**src/rtl/ltssm_rx_sequencer.sv**
```systemverilog
// ltssm_rx_sequencer: drives the RX ordered-set checker through the Detect,
// Polling and Configuration substates, counting checker countup pulses per
// substate and returning to detectQuiet on timeout or loss of start.
`timescale 1ns/1ps
module ltssm_rx_sequencer #(
  parameter int unsigned DEVICETYPE     = 0,
  parameter int unsigned POLL_ACT_CNT   = 8,
  parameter int unsigned POLL_CFG_CNT   = 8,
  parameter int unsigned CFG_CNT        = 2,
  parameter int unsigned CPL_CNT        = 8,
  parameter int unsigned TIMEOUT_CYCLES = 1024
) (
  input  logic       clk,
  input  logic       reset,
  input  logic       start,
  input  logic       rx_detected,
  input  logic       countup,
  input  logic       resetcounter,
  input  logic [7:0] rateid,
  input  logic       upconfigure_capability,
  output logic [3:0] substate,
  output logic       checker_rst_n,
  output logic       link_up,
  output logic       timeout_err,
  output logic [7:0] link_rate,
  output logic       upcfg
);

  localparam int unsigned CW = 5;
  localparam int unsigned TW = $clog2(TIMEOUT_CYCLES) + 1;

  typedef enum logic [3:0] {
    DETECT_QUIET          = 4'd0,
    DETECT_ACTIVE         = 4'd1,
    POLLING_ACTIVE        = 4'd2,
    POLLING_CONFIGURATION = 4'd3,
    CFG_LINKWIDTH_START   = 4'd4,
    CFG_LINKWIDTH_ACCEPT  = 4'd5,
    CFG_LANENUM_WAIT      = 4'd6,
    CFG_LANENUM_ACCEPT    = 4'd7,
    CFG_COMPLETE          = 4'd8,
    CFG_IDLE              = 4'd9
  } state_t;

  state_t         state;
  state_t         state_nxt;
  state_t         count_exit;
  logic [CW-1:0]  cnt;
  logic [CW-1:0]  cnt_thr;
  logic [TW-1:0]  timer;
  logic           timeout_hit;
  logic           timed;

  assign substate = state;

  // Per-substate count threshold and the substate reached when it is met
  always_comb begin
    cnt_thr    = CW'(CFG_CNT);
    count_exit = DETECT_QUIET;
    timed      = 1'b1;
    case (state)
      POLLING_ACTIVE: begin
        cnt_thr    = CW'(POLL_ACT_CNT);
        count_exit = POLLING_CONFIGURATION;
      end
      POLLING_CONFIGURATION: begin
        cnt_thr    = CW'(POLL_CFG_CNT);
        count_exit = CFG_LINKWIDTH_START;
      end
      CFG_LINKWIDTH_START:
        count_exit = (DEVICETYPE == 1) ? CFG_LINKWIDTH_ACCEPT : CFG_LANENUM_WAIT;
      CFG_LINKWIDTH_ACCEPT: count_exit = CFG_LANENUM_WAIT;
      CFG_LANENUM_WAIT:     count_exit = CFG_LANENUM_ACCEPT;
      CFG_LANENUM_ACCEPT:   count_exit = CFG_COMPLETE;
      CFG_COMPLETE: begin
        cnt_thr    = CW'(CPL_CNT);
        count_exit = CFG_IDLE;
      end
      default: timed = 1'b0;
    endcase
  end

  // Next substate; timeout wins over loss of start and over a count exit
  always_comb begin
    state_nxt   = state;
    timeout_hit = 1'b0;
    case (state)
      DETECT_QUIET:
        if (start) state_nxt = DETECT_ACTIVE;
      DETECT_ACTIVE:
        if (!start)          state_nxt = DETECT_QUIET;
        else if (rx_detected) state_nxt = POLLING_ACTIVE;
      CFG_IDLE:
        if (!start) state_nxt = DETECT_QUIET;
      POLLING_ACTIVE, POLLING_CONFIGURATION, CFG_LINKWIDTH_START,
      CFG_LINKWIDTH_ACCEPT, CFG_LANENUM_WAIT, CFG_LANENUM_ACCEPT,
      CFG_COMPLETE: begin
        if (timer == TW'(TIMEOUT_CYCLES - 1)) begin
          state_nxt   = DETECT_QUIET;
          timeout_hit = 1'b1;
        end else if (!start) begin
          state_nxt = DETECT_QUIET;
        end else if (cnt == cnt_thr) begin
          state_nxt = count_exit;
        end
      end
      default: state_nxt = DETECT_QUIET;
    endcase
  end

  // State, checker reset, counters and captured link parameters
  always_ff @(posedge clk or negedge reset) begin
    if (!reset) begin
      state         <= DETECT_QUIET;
      checker_rst_n <= 1'b0;
      cnt           <= '0;
      timer         <= '0;
      link_up       <= 1'b0;
      timeout_err   <= 1'b0;
      link_rate     <= '0;
      upcfg         <= 1'b0;
    end else begin
      state       <= state_nxt;
      timeout_err <= timeout_hit;
      link_up     <= (state_nxt == CFG_IDLE);
      if (state_nxt != state) begin
        checker_rst_n <= 1'b0;
        cnt           <= '0;
        timer         <= '0;
      end else begin
        checker_rst_n <= (state != DETECT_QUIET);
        if (!checker_rst_n || !resetcounter) begin
          cnt <= '0;
        end else if (countup && (cnt != {CW{1'b1}})) begin
          cnt <= cnt + CW'(1);
        end
        timer <= timed ? timer + TW'(1) : '0;
      end
      if ((state == CFG_COMPLETE) && (state_nxt == CFG_IDLE)) begin
        link_rate <= rateid;
        upcfg     <= upconfigure_capability;
      end
    end
  end

endmodule

```
**config.mk**
```make
export PLATFORM = sky130hd
export DESIGN_NAME = ltssm_rx_sequencer
export DESIGN_NICKNAME = d
export VERILOG_FILES = /design/src/rtl/ltssm_rx_sequencer.sv
export SDC_FILE = /design/constraint.sdc
export NUM_CORES = 1
export LEC_CHECK = 0
export ABC_CLOCK_PERIOD_IN_PS = 6860
export CELL_PAD_IN_SITES_DETAIL_PLACEMENT = 1
export CELL_PAD_IN_SITES_GLOBAL_PLACEMENT = 1
export CORE_ASPECT_RATIO = 0.8
export CORE_MARGIN = 4
export CORE_UTILIZATION = 44
export CTS_CLUSTER_DIAMETER = 40
export CTS_CLUSTER_SIZE = 25
export DETAILED_ROUTE_END_ITERATION = 8
export MAX_ROUTING_LAYER = met4
export PLACE_DENSITY_LB_ADDON = 0.2
export SYNTH_ARGS = -nofsm -noshare
export SYNTH_HDL_FRONTEND = slang
export SYNTH_SLANG_ARGS = --single-unit
```
**constraint.sdc**
```tcl
create_clock -name clk -period 6.86 [get_ports clk]
set_input_delay 1.372 -clock clk [delete_from_list [all_inputs] [get_ports clk]]
set_output_delay 1.372 -clock clk [all_outputs]
set_load 0.005 [all_outputs]
```
==> qor.yml, run 1 <==
postSynthCellCount: 181
utilization: 0.5734
crit_path_max_incr_delay_ns: 0.69
hold_buffers: 0
ys_warn_count: 0
track_usage: 0.2087
port_buffers: 30
ys_seq_elements: 32
antenna_found_initial: 0
start_util: 0.4715
synth_cell_types: 46
synth-edff-count: 0
syn_to_final_growth_pct: 21.62
clk_pin_slew_ns: 0.06
setup_violations: 0
die_w_um: 80.31
fin_skew_ns: 0.007016
rsz0062_at_grt: "false"
synthArstFlopShare: 1.000
pin_count: 31
syn_nets: 199
fmax_mhz: 289.5
crit_chain: "clkdlybuf4s50_1 > nor3b_2 > nand3_2 > nor4_4 > mux2_4"
drt_iter0_markers: 135
total_power_mw: 0.3629
critPathLaunchType: "primary input"
synth_ff_type: "dfrtp_1"
cts_buffers: 5
grt_pass1_vias: 1649
core_um2: 3904
cts-htree-levels: 2
tightestPinTransition_ns: 0.8755
cts_setup_buffers: 0
drive_gt1_frac: 0.1106
vdd_drop_max_mv: 0.1434
grt_first_pass_wirelength_um: 8286
overflow: 0
diodes: 0
crit_type: "primary input to register"
powerDensity_nw_per_um2: 162.1
cts.sinks: 32
clk_latency_ns: 0.28
cp_max_fo: 9
mostFrequentLayoutCell: "dfrtp_1"
dieArea_um2: 5288
slew_headroom: 0.4120
maxCapViolations: 0
final_cell_mix: "dfrtp_1, clkdlybuf4s50_1, nor2_1"
finalHoldViolations: 0
finalMaxSlewViolations: 0
drt-wirelength-per-cell_um: 18.57
grt_max_degree: 33
final.period_utilization: 0.5035
die_height_um: 65.85
route.final.wire_length_um: 4885
endpoint_kind: "register"
status: "finished, final reports clean"
cts.root.buffer_cell: "clkbuf_8"
worstPathRequired_ns: 7.01
syn_area_um2: 1841
drc: 0
cts_tree: "yes"
vias: 1521
cts_resized: 0
place_congestion: 0.9341
critPathArrivalTime_ns: 3.61
dpl.hpwl_um: 3492
row_count: 20
yosysSeqAreaShare: 0.4351
cts_max_path_buffers: 2
tns_ns: 0
avgSynthCellArea_um2: 10.17
drtAntennaViolNets: 0
hp-class: "register to register"
viasPerCell: 5.783
fin_nets: 226
min_period_ns: 3.454
cp_slowest_cell: "nor4_4"
dr.pass1.iters: 4
power.leakage_nw: 0.8880
[cell families (layout without fill, tap and decap cells)]
kind of cell	count (synthesis)	in the layout	synth area share
AND/OR/NAND/NOR	82	82	0.2583
flip-flops	32	32	0.4351
AO/OA/AOI/OAI	25	25	0.1006
buffers and inverters	15	42	0.03874
XOR/XNOR	12	12	0.05710
multiplexers	12	12	0.08974
adder cells (fa/ha/maj)	3	3	0.02040
[sequential cells by signal (all words and copies together) (netlist names)]
register	count
upcfg	1
link_up	1
substate	4
timeout_err	1
link_rate	8
cnt	5
checker_rst_n	1
timer	11
[cells in the mapped netlist (all sizes together) (2+ instances only)]
library cell,count,area share
dfrtp,32,0.44
nor2,20,0.041
nand3,12,0.035
clkbuf,9,0.018
mux2,9,0.073
nand2,8,0.016
nand2b,7,0.024
nor4,7,0.032
xor2,7,0.033
nor3,6,0.016
a21oi,5,0.014
xnor2,5,0.024
inv,4,0.0082
nand4,4,0.014
o22ai,4,0.014
ha,3,0.020
mux2i,3,0.016
nor2b,3,0.010
o21ai,3,0.0082
and3b,2,0.0095
buf,2,0.012
nand3b,2,0.0082
nor3b,2,0.011
o31a,2,0.0095
or3,2,0.0068
[worst max-delay path: cells and delay by family]
kind	cells	cell delay, ns
and+or+nand+nor	3	1.24
buffers and inverters	1	0.62
muxes	1	0.37
[through the flow]
step	instance area [um2]	hold slack [ns]	instances	worst slack, ns
final	2238	0.4983	263	3.406
after global routing	2238	0.5231	263	3.304
after CTS	2238	0.4978	263	3.401
after detailed placement	2161	0.4774	256	3.113
after global placement	2161	0.4737	256	3.303
after floorplan	1841	0.4516	181	4.064
[routing by layer]
metal  up-vias  track usage  part of all wire
li1        706            -                 -
met1       767       0.2614              0.46
met2        40       0.3450              0.48
met3         8      0.04360             0.042
met4         0      0.05696             0.017
met5         -            -                 0
[power breakdown]
part	internal (mW)	switching, mW	leakage [nW]
clock	0.0688	0.0643	0.0410
sequential	0.191	0.00455	0.444
combinational	0.0170	0.0175	0.403
[path summary, 6_finish.rpt]
check / startpoint / endpoint / slack, ns / cells past startpoint
min in group asynchronous: reset / substate[2] / 1.50 / 2
hold / removal: timer[10] / timeout_err / 0.50 / 1
setup / recovery: start / link_rate[6] / 3.41 / 5
hold reg to reg: timer[10] / timeout_err / 0.50 / 1
setup reg to reg: substate[3] / link_rate[6] / 3.65 / 6
max in group asynchronous: reset / timer[3] / 5.05 / 2
[area by class of cell]
class,count,area (um2)
clock buffers,6,72.57
clock inverters,1,5.005
fillers,447,1665
inverters,4,15.01
multi-input cells,134,968.4
flip-flops and latches,32,800.8
well taps,55,68.82
repair buffers,31,307.8
Note: power is estimated with default switching activity, not from simulation.
==> inputs of run 2 (changes only) <==
--- a/config.mk
+++ b/config.mk
@@ -5,12 +5,12 @@
 export SDC_FILE = /design/constraint.sdc
 export NUM_CORES = 1
 export LEC_CHECK = 0
-export ABC_CLOCK_PERIOD_IN_PS = 6860
+export ABC_CLOCK_PERIOD_IN_PS = 3100
 export CELL_PAD_IN_SITES_DETAIL_PLACEMENT = 1
 export CELL_PAD_IN_SITES_GLOBAL_PLACEMENT = 1
 export CORE_ASPECT_RATIO = 0.8
 export CORE_MARGIN = 4
-export CORE_UTILIZATION = 44
+export CORE_UTILIZATION = 37
 export CTS_CLUSTER_DIAMETER = 40
 export CTS_CLUSTER_SIZE = 25
 export DETAILED_ROUTE_END_ITERATION = 8
==> constraint.sdc (replaced) <==
create_clock -name clk -period 3.1 [get_ports clk]
set_input_delay 0.62 -clock clk [delete_from_list [all_inputs] [get_ports clk]]
set_output_delay 0.62 -clock clk [all_outputs]
set_load 0.005 [all_outputs]
==> qor.yml, run 2 (synthesis results as in run 1) <==
slew_headroom: 0.5619
drc: 0
setup_violations: 0
place_congestion: 0.9073
cts.root.buffer_cell: "clkbuf_8"
fin_skew_ns: 0.006546
core_um2: 4707
critPathLaunchType: "register"
cts_resized: 0
overflow: 0
drtAntennaViolNets: 0
viasPerCell: 5.664
port_buffers: 30
syn_to_final_growth_pct: 25.83
start_util: 0.3910
cts-htree-levels: 2
worstPathRequired_ns: 3.27
grt_max_degree: 33
critPathTopFamily: "simple AND/OR/NAND/NOR gates"
clk_latency_ns: 0.28
pin_count: 31
vdd_drop_max_mv: 0.1882
crit_path_max_incr_delay_ns: 0.60
dr.pass1.iters: 4
top_register: "timer"
antenna_found_initial: 0
status: "finished, final reports clean"
route.final.wire_length_um: 4912
clk_pin_slew_ns: 0.07
row_count: 22
dpl.hpwl_um: 3698
mostFrequentLayoutCell: "dfrtp_1"
cts_max_path_buffers: 2
tns_ns: 0
hold_buffers: 0
stdcell_area_um2: 2316
path_depth: 6
die_height_um: 71.09
endpoint_kind: "register"
crit_buf_inv: 0
dieArea_um2: 6174
critPathArrivalTime_ns: 2.91
min_period_ns: 2.741
cts.sinks: 32
maxCapViolations: 0
whs_ns: 0.5077
fin_nets: 231
grt_pass1_vias: 1596
cts_tree: "yes"
vias: 1552
hp-class: "register to register"
die_w_um: 86.86
crit_type: "register to register"
tightestPinTransition_ns: 0.6547
drt-wirelength-per-cell_um: 17.93
rsz0062_at_grt: "false"
crit_chain: "or4b_4 > o21a_4 > or3b_4 > o311a_1 > a221o_1 > nor4_1"
finalHoldViolations: 0
placed_area_um2: 2205
power.leakage_nw: 0.9278
final.period_utilization: 0.8842
cts_buffers: 5
cp_slowest_cell: "or4b_4"
final_cell_mix: "dfrtp_1, clkdlybuf4s50_1, nor2_1"
largestRegisters: "timer: 11 flops, link_rate: 8 flops, cnt: 5 flops"
track_usage: 0.1725
finalMaxSlewViolations: 0
powerDensity_nw_per_um2: 390.9
cts_setup_buffers: 0
rr_worst_depth: 6
diodes: 0
largest_reg_flops: 11
fmax_mhz: 364.8
drt_iter0_markers: 41
cp_max_fo: 6
drive_gt1_frac: 0.1402
holdPathStages: 1
grt_first_pass_wirelength_um: 8017
==> run 2: cell types whose count changed in the layout (fill, tap and decap cells not counted), sizes merged <==
cell / previous run / this run
buf: 1 / 6
clkbuf: 6 / 5
clkinvlp: 0 / 1
bufinv: 0 / 1
==> run 2: worst register-to-register path: stages (launching register included) <==
cell and delay [ns]:
dfrtp_1 0.38, or4b_4 0.60, o21a_4 0.16, or3b_4 0.41, o311a_1 0.34, a221o_1 0.37
nor4_1 0.36
==> run 2: where the power goes <==
part           switching, mW  internal (mW)  total [mW]
Clock                  0.157          0.238       0.394
Sequential           0.00360          0.422       0.426
Combinational         0.0455         0.0401      0.0856
==> run 2: final timing paths <==
kind	startpoint	slack, ns	end
worst max-delay path	substate[0]	0.36	cnt[0]
worst min-delay path	timer[10]	0.51	timeout_err
worst max register to register	substate[0]	0.36	cnt[0]
worst min register to register	timer[10]	0.51	timeout_err
max in group asynchronous	reset	2.07	timer[4]
min in group asynchronous	reset	0.73	cnt[1]
==> run 2: final cells by class <==
cell class / instances / area [um2]
clock buffer: 5 / 68.82
fill: 545 / 2391
clock inverter: 3 / 42.54
multi-input combinational: 134 / 968.4
timing repair buffer: 36 / 345.3
sequential: 32 / 800.8
inverter: 4 / 15.01
tap: 60 / 75.07
==> run 2: layer usage <==
| layer | vias to the layer above | track usage | wire (um) |
|---|---|---|---|
| met4 | 0 | 0.05190 | 42 |
| met1 | 793 | 0.2165 | 2239 |
| li1 | 716 | - | - |
| met5 | - | - | 0 |
| met3 | 4 | 0.05239 | 250 |
| met2 | 39 | 0.2671 | 2380 |
==> run 2: stage by stage <==
| stage | setup WS [ns] | utilization | total power, mW | cells |
|---|---|---|---|---|
| 6_report | 0.3590 | 0.4920 | 0.9054 | 274 |
| 3_3_place_gp | 0.4166 | 0.4684 | 0.5164 | 266 |
| 2_1_floorplan | 0.4075 | - | 0.4694 | 181 |
| 3_5_place_dp | 0.2431 | 0.4684 | 0.5196 | 266 |
| 4_1_cts | 0.3468 | 0.4920 | 0.9167 | 274 |
| 5_1_grt | 0.2511 | 0.4920 | 0.9456 | 274 |
==> inputs of run 3 (changes only) <==
--- a/config.mk
+++ b/config.mk
@@ -12,7 +12,6 @@
 export CORE_MARGIN = 4
 export CORE_UTILIZATION = 37
 export CTS_CLUSTER_DIAMETER = 40
-export CTS_CLUSTER_SIZE = 25
 export DETAILED_ROUTE_END_ITERATION = 8
 export MAX_ROUTING_LAYER = met4
 export PLACE_DENSITY_LB_ADDON = 0.2
==> results of run 3 <==
The final DEF is identical to that of run 2; final timing and power are the same.
